==> src/rtl/joybus_pkg.sv <==
// rtl/joybus_pkg.sv - shared joybus receiver types and constants
package joybus_pkg;

  typedef enum logic [2:0] {
    IDLE     = 3'd0,
    ARMED    = 3'd1,
    BIT_LOW  = 3'd2,
    BIT_HIGH = 3'd3,
    STOP     = 3'd4
  } rx_state_t;

  localparam int US_PER_SAMPLE   = 2;
  localparam int CNTLR_RESP_BITS = 64;

endpackage

==> src/rtl/jb_sync.sv <==
// rtl/jb_sync.sv - 2-flop line synchronizer with registered edge strobes
module jb_sync (
  input  logic clk,
  input  logic rst,
  input  logic din,
  output logic dout,
  output logic fall,
  output logic rise
);

  logic meta;

  // The line idles high, so the flops reset high to avoid a false edge.
  always_ff @(posedge clk or posedge rst) begin
    if (rst) begin
      meta <= 1'b1;
      dout <= 1'b1;
      fall <= 1'b0;
      rise <= 1'b0;
    end else begin
      meta <= din;
      dout <= meta;
      fall <= dout & ~meta;
      rise <= ~dout & meta;
    end
  end

endmodule

==> src/rtl/gc_cntlr_rx.sv <==
// rtl/gc_cntlr_rx.sv - joybus receiver for one 64-bit controller response
module gc_cntlr_rx
  import joybus_pkg::*;
#(
  parameter int CLK_PER_US     = 50,
  parameter int BIT_TIMEOUT_US = 8,
  parameter int ARM_TIMEOUT_US = 200
) (
  input  logic                       clk,
  input  logic                       rst,
  input  logic                       JB_RX,
  input  logic                       rx_start,
  output logic [CNTLR_RESP_BITS-1:0] cntlr_data,
  output logic                       cntlr_data_rdy,
  output logic                       rx_err,
  output logic                       busy
);

  localparam logic [15:0] SAMPLE_CYC = 16'(US_PER_SAMPLE * CLK_PER_US);
  // Compared against the current count so the pulse lands on the cycle the count reaches the limit.
  localparam logic [15:0] ARM_LAST   = 16'(ARM_TIMEOUT_US * CLK_PER_US - 1);
  localparam logic [15:0] BIT_LAST   = 16'(BIT_TIMEOUT_US * CLK_PER_US - 1);
  localparam logic [6:0]  LAST_BIT   = 7'(CNTLR_RESP_BITS);

  rx_state_t                  state, state_n;
  logic [15:0]                cnt, cnt_n, cnt_inc;
  logic [6:0]                 bit_cnt, bit_cnt_n;
  logic [CNTLR_RESP_BITS-1:0] shreg, shreg_n, data_n;
  logic                       rdy_n, err_n;
  logic                       line, fall, rise, bit_to;

  jb_sync u_sync (
    .clk  (clk),
    .rst  (rst),
    .din  (JB_RX),
    .dout (line),
    .fall (fall),
    .rise (rise)
  );

  assign cnt_inc = (cnt == 16'hFFFF) ? cnt : cnt + 16'd1;
  assign bit_to  = (cnt >= BIT_LAST);
  assign busy    = (state != IDLE);

  always_comb begin
    state_n   = state;
    cnt_n     = cnt_inc;
    bit_cnt_n = bit_cnt;
    shreg_n   = shreg;
    data_n    = cntlr_data;
    rdy_n     = 1'b0;
    err_n     = 1'b0;
    unique case (state)
      IDLE: begin
        cnt_n = '0;
        if (rx_start) begin
          state_n   = ARMED;
          bit_cnt_n = '0;
          shreg_n   = '0;
        end
      end
      ARMED: begin
        if (cnt >= ARM_LAST) begin
          err_n   = 1'b1;
          state_n = IDLE;
        end else if (fall) begin
          cnt_n   = '0;
          state_n = BIT_LOW;
        end
      end
      BIT_LOW: begin
        if (bit_to) begin
          err_n     = 1'b1;
          state_n   = IDLE;
          shreg_n   = '0;
          bit_cnt_n = '0;
        end else if (cnt == SAMPLE_CYC) begin
          shreg_n   = {shreg[CNTLR_RESP_BITS-2:0], line};
          bit_cnt_n = bit_cnt + 7'd1;
          state_n   = BIT_HIGH;
        end
      end
      BIT_HIGH: begin
        // A timeout takes priority over a falling edge seen in the same cycle.
        if (bit_to) begin
          err_n     = 1'b1;
          state_n   = IDLE;
          shreg_n   = '0;
          bit_cnt_n = '0;
        end else if (fall) begin
          cnt_n   = '0;
          state_n = (bit_cnt == LAST_BIT) ? STOP : BIT_LOW;
        end
      end
      STOP: begin
        if (bit_to) begin
          err_n     = 1'b1;
          state_n   = IDLE;
          shreg_n   = '0;
          bit_cnt_n = '0;
        end else if (rise) begin
          data_n  = shreg;
          rdy_n   = 1'b1;
          state_n = IDLE;
        end
      end
      default: state_n = IDLE;
    endcase
  end

  always_ff @(posedge clk or posedge rst) begin
    if (rst) begin
      state          <= IDLE;
      cnt            <= '0;
      bit_cnt        <= '0;
      shreg          <= '0;
      cntlr_data     <= '0;
      cntlr_data_rdy <= 1'b0;
      rx_err         <= 1'b0;
    end else begin
      state          <= state_n;
      cnt            <= cnt_n;
      bit_cnt        <= bit_cnt_n;
      shreg          <= shreg_n;
      cntlr_data     <= data_n;
      cntlr_data_rdy <= rdy_n;
      rx_err         <= err_n;
    end
  end

endmodule

==> config.mk <==
export PLATFORM = sky130hd
export DESIGN_NAME = gc_cntlr_rx
export DESIGN_NICKNAME = d
export VERILOG_FILES = /design/src/rtl/joybus_pkg.sv /design/src/rtl/jb_sync.sv /design/src/rtl/gc_cntlr_rx.sv
export SDC_FILE = /design/constraint.sdc
export NUM_CORES = 1
export LEC_CHECK = 0
export CAP_MARGIN = 20
export CORE_UTILIZATION = 40
export DETAILED_ROUTE_END_ITERATION = 16
export GPL_TIMING_DRIVEN = 1
export PLACE_DENSITY = 0.73
export SETUP_SLACK_MARGIN = 0.15
export SYNTH_ARGS = -nofsm -noshare
export SYNTH_HDL_FRONTEND = slang
export SYNTH_SLANG_ARGS = --single-unit
export TNS_END_PERCENT = 30
==> constraint.sdc <==
create_clock -name clk -period 6.2 [get_ports clk]
set_input_delay 1.86 -clock clk [delete_from_list [all_inputs] [get_ports clk]]
set_output_delay 1.86 -clock clk [all_outputs]
set_load 0.005 [all_outputs]
* Yosys cells after proc, flatten, opt, wreduce, memory -nomap -nowiden *
Index checks and enable logic that the tools add are counted.

operators by class
  bitwise operators = 5
  mux-type cells = 32
  magnitude comparators = 2
  add/subtract/negate cells = 2
  reductions and logical operators = 8
  eq/ne operators = 13

operators with widths
  operator               number
  $mux 64                4
  $pmux 64 s3            1
  $mux 16                4
  $pmux 16 s3            1
  $mux 3                 10
  $mux 7                 4
  $pmux 7 s3             1
  $add 16x1->16 const B  1
  $eq 16x16->1 const B   1
  $eq 16x7->1 const B    1
  $ge 16x14->1 const B   1
  $ge 16x9->1 const B    1
  $pmux 3 s5             1
  $ne 3x2->1 const B     3
  $add 7x1->7 const B    1
  $eq 7x7->1 const B     1
  $eq 3x2->1 const B     2
  $reduce_bool 3->1      2
  $mux 1                 5
  $reduce_and 5->1       1
  $reduce_and 4->1       1
  $eq 3x1->1 const B     1
  $eq 3x3->1 const B     1
  $logic_not 3->1        1
  9 further kinds        12

word-level totals
  input port bits = 4
  register bits = 160
  output and inout port bits = 67

* Longest topological paths before layout *
  depth after elaboration = 5
  gate-level depth with buffers = 9
  mapped depth without buffers = 6

* By module *
From an unflattened synthesis, not the netlist that was laid out.

unflattened totals
  cells, all modules = 483
  area total of the unflattened synthesis = 6,503.7 um2

modules (own cells, without submodules)
  module       instances  area an instance (um2)  cells each
  gc_cntlr_rx  1          6,382.4                 476
  jb_sync      1          121.4                   7

* Worst setup path before layout *
No wires, ideal clock.

  path kind = input -> register
  from = input rx_start
  to = register shreg[0]
  data arrival time = 2.658 ns
  setup slack = 3.421 ns
  required time = 6.079 ns
  path buffers = 2
  cell stages on the path = 5
  cell sequence = mux2i_1 -> o31a_1 -> buf_6 -> buf_6 -> a22o_1

between the ends
  cells in the longest elaborated chain, start to end = 2

RTL lines
  element                            RTL line            RTL
  start: declaration                 gc_cntlr_rx.sv:12   input logic rx_start,
  $ne 2x2->1 (no source line)        --
  $reduce_and 4->1 (no source line)  --
  end signal: assignment             gc_cntlr_rx.sv:124  shreg <= shreg_n;
  end: declaration                   gc_cntlr_rx.sv:28   logic [CNTLR_RESP_BITS-1:0] shreg, shreg_n, data_n;

Every way passes these cells.
A chain may end at the register's enable or synchronous reset.

* Worst setup path in the final report *
  from = register state[1]
  to = output busy

between the ends
  cells in the longest elaborated chain, start to end = 1

RTL lines
  element                   RTL line            RTL
  start: declaration        gc_cntlr_rx.sv:25   rx_state_t state, state_n;
  start signal: assignment  gc_cntlr_rx.sv:121  state <= state_n;
  $reduce_bool 3->1         gc_cntlr_rx.sv:43   assign busy = (state != IDLE);
  end: declaration          gc_cntlr_rx.sv:16   output logic busy

Every way passes these cells.

==> results list <==
* Worst Setup EP: busy
* Total global-route track usage: 0.1674
* Vias in the first global route: 4,376
- Achievable Freq: 278.7 MHz
- STA classifies the critical path startpoint as a flip-flop.
- Number of buffers created by CTS: 17
- In this run the critical register-to-register path is launched from cnt[0]$_DFF_PP0_.
* Final hold violations: 0
- Data on the critical path is required at its endpoint by 4.34 ns.
* Worst path arrival time: 1.73 ns
- Walking the worst path, the cells encountered are nor2_1 -> nand2_1 -> clkdlybuf4s50_1.
- Slowest Stage Delay on Critical Path: 0.58 ns
- In the routed design, unresolved DRC markers number 0.
* Clock sink total: 160
* Number of enable flip-flop cells after synthesis: 0
* Minimum period implied by the final worst setup slack: 3.588 ns
* Post-CTS Hold Fix Bufs: 0
- Buffers added on ports: 70
- At the end of the flow, the number of nets in the layout was 561.
* RSZ-0062 raised after global routing: false
* Flop and latch count out of synthesis: 160
- Total vias in the final route: 4,253
* Count of antenna diodes in the layout: 0
- For this design the static power due to leakage is 0.003764 uW.
* Buf+Inv Stages, Crit Path: 1
- The floorplan step set the die width to 129.3 um.
- Top library cells by usage in the layout, fill and taps aside: dfrtp_1, clkdlybuf4s50_1, a22o_1
- Placed instance area: 7325 um2
- After routing the design area is 8014 um2.
- When the netlist entered floorplanning its net count stood at 495.
* Clock tree root buffer cell: clkbuf_16
- Core Box Area: 15,830 um2
- Clock group share of total power: 0.469
* Final Total Pwr: 2495 uW
- The critical path crosses 3 cells after its start point.
* Final setup skew: 0.01388 ns
- The finished layout holds 782 standard cells, fillers aside.
* Number of distinct library cells after synthesis: 50
- CTS clock-pin slew for the worst setup and hold paths: 0.06 ns
- Logic pwr share: 0.077
* Cell class contributing the biggest share of worst-path delay: flip-flops
- Once the clock tree was built, the resizer swapped 0 gates to a different size.
- The largest individual stage delay along the critical path comes from the cell dfrtp_1.
- Of the available clock period, the critical path in the final layout requires 0.5787.
- Status: complete, no violations
- TritonCTS built the clock tree.
- The Yosys step of the flow raised 0 warnings.
* Number of DRC markers in iteration 0: 346
- Die footprint: 16,710 um2
- Total placed cells including tap cells: 749
* Number of instances in the synthesized netlist: 487
- The detail route stage leaves a number of antenna-violating nets equal to 0.
- The die is 129.3 um tall.
- Worst vdd rail ir drop: 0.2364 mV
- Post-Syn Area per Cell: 13.31 um2
* Global-route wire length before repair: 21,800 um
- Predominant post-synthesis flop cell: dfrtp_1
- Counting along the longest clock path gives a buffer depth of 2.
- Using the TritonRoute via totals, the vias-per-cell ratio works out to 5.439.
- Detailed-route wire length per cell: 16.62 um
- Number of setup violations in the final report: 0
- The area growth from synthesis to layout is 23.67%.
- Netlist Area Pre-Place: 6480 um2
- The final max-slew violation count came to 0.
- Clock network latency to the later pin of the worst-skew pair: 0.42 ns
- For this design the top-level I/O count stands at 71.
- Sw Ratio: 0.2372
- Proportion of layout cells with a drive suffix above 1: 0.08657
- The pre-antenna-repair detailed-routing pass consisted of 5 iterations.
* Fin util: 0.5063
- In this run the power spent charging and discharging nets is 591.7 uW.
- The internal portion of the total power is 1903 uW.
* Setup CP Type: flip-flop to primary output
- Power spread over the standard cell area amounts to 311.3 nW/um2.
- The initial antenna violation count came to 0.
- Setup TNS after final layout: 0 ns
* Global route total overflow: 0
* Slew @ Worst Pin: 0.7242 ns
- Reg-to-reg setup timing slack: 2.99 ns
- Count of standard-cell rows: 46
- HPWL after detailed placement: 8231 um
* MaxCap Viol Count: 0
* Part of the Yosys area used for sequential elements: 0.6183
* Path type of the worst min-delay path: flip-flop to flip-flop
- For this block, the routed nets add up to 12,990 um of wire.
- Routability congestion estimate: 0.8257
- Most common cell after layout, fill and taps aside: dfrtp_1
* Setup Buffers After CTS: 0
- Beginning of the critical path: state[1]$_DFFE_PP0P_
- Of all flip-flops after synthesis, the portion carrying an async set or reset was 1.000.
- Measured against its own limit, the worst slew margin works out to 0.5172.
- Initial core utilization: 0.4094
- The share of total power dissipated in sequential elements is 0.454.
- Kind of end point of the critical path: primary output
- Entering global routing, the biggest net connects 87 pins.
- Worst reg-to-reg path cell count: 7
- Of all nets on the critical path, the largest fanout is 13.
* H-tree levels: 4
* Critical R2R Capture: cntlr_data[37]$_DFFE_PP0P_
worst min-delay path by stage:
stage | slack [ns] | startpoint | depth (start not counted) | to
2_1_floorplan | 0.36 | u_sync.meta$_DFF_PP1_ | 0 | u_sync.dout$_DFF_PP1_
3_3_place_gp | 0.37 | u_sync.meta$_DFF_PP1_ | 0 | u_sync.dout$_DFF_PP1_
3_5_place_dp | 0.37 | u_sync.meta$_DFF_PP1_ | 0 | u_sync.dout$_DFF_PP1_
4_1_cts | 0.38 | u_sync.meta$_DFF_PP1_ | 0 | u_sync.dout$_DFF_PP1_
5_1_grt | 0.38 | u_sync.meta$_DFF_PP1_ | 0 | u_sync.dout$_DFF_PP1_
6_report | 0.38 | u_sync.meta$_DFF_PP1_ | 0 | u_sync.dout$_DFF_PP1_
power by group through the flow:
stage | clock, uW | sequential [uW] | combinational, uW
2_1_floorplan | 0 | 1130 | 163
3_3_place_gp | 0 | 1150 | 179
3_5_place_dp | 0 | 1150 | 192
4_1_cts | 1190 | 1130 | 192
5_1_grt | 1240 | 1140 | 216
6_report | 1170 | 1130 | 192
layout make-up:
class,instances,area [um2]
tap,216,270.3
fill,1319,7814
multi-input combinational,284,2241
timing repair buffer,76,770.7
inverter,14,56.30
clock inverter,11,198.9
clock buffer,21,470.5
sequential,160,4006
sequential cells by signal, summed over array words and instances (netlist names):
register / count
state: 3
bit_cnt: 7
cntlr_data: 64
rx_err: 1
shreg: 64
u_sync.fall: 1
u_sync.meta: 1
cntlr_data_rdy: 1
u_sync.dout: 1
u_sync.rise: 1
cnt: 16
layer usage:
| metal | global-route usage | vias to the layer above | part of all wire |
|---|---|---|---|
| met5 | 0 | - | 0 |
| met3 | 0.04294 | 20 | 0.052 |
| met1 | 0.2176 | 2174 | 0.45 |
| met4 | 0.07682 | 0 | 0.014 |
| met2 | 0.2638 | 135 | 0.48 |
| li1 | - | 1924 | - |
cells in the mapped netlist (all sizes together) (2+ instances only):
| library cell | number | area [um2] |
|---|---|---|
| dfrtp | 158 | 3954 |
| nor3 | 11 | 60.06 |
| a21oi | 9 | 45.04 |
| and4b | 2 | 20.02 |
| a311oi | 2 | 17.52 |
| a22o | 65 | 569.3 |
| or4 | 2 | 15.01 |
| a31oi | 4 | 25.02 |
| buf | 21 | 153.9 |
| nand3 | 13 | 65.06 |
| nor2b | 3 | 18.77 |
| and2 | 2 | 12.51 |
| o31a | 2 | 17.52 |
| o211ai | 5 | 37.54 |
| inv | 14 | 52.55 |
| and3 | 6 | 37.54 |
| nor4b | 3 | 32.53 |
| dfstp | 2 | 52.55 |
| nand2 | 17 | 63.81 |
| clkbuf | 8 | 30.03 |
| o21ai | 5 | 25.02 |
| or3 | 3 | 18.77 |
| mux2i | 2 | 20.02 |
| a211oi | 2 | 15.01 |
| xnor2 | 8 | 70.07 |
| ha | 4 | 50.05 |
| nand2b | 3 | 18.77 |
| a31o | 2 | 17.52 |
| o31ai | 2 | 15.01 |
| mux2 | 65 | 732.0 |
| nor2 | 25 | 93.84 |
| nand4 | 6 | 37.54 |
cells by family after synthesis:
logic type / Yosys count / synth area share
DFF: 160 / 0.6183
buffers and inverters: 43 / 0.03649
adders and majority gates: 4 / 0.007724
AOI/OAI and AO/OA: 104 / 0.1288
and+or+nand+nor: 101 / 0.08187
xor gates and xnor gates: 8 / 0.01081
muxes: 67 / 0.1160
stage by stage:
stage          hold WS (ns)  setup slack, ns
2_1_floorplan        0.3584            2.313
3_3_place_gp         0.3654            2.665
3_5_place_dp         0.3702            2.624
4_1_cts              0.3757            2.606
5_1_grt              0.3842            2.520
6_report             0.3782            2.612
(Power assumes the default switching activity.)
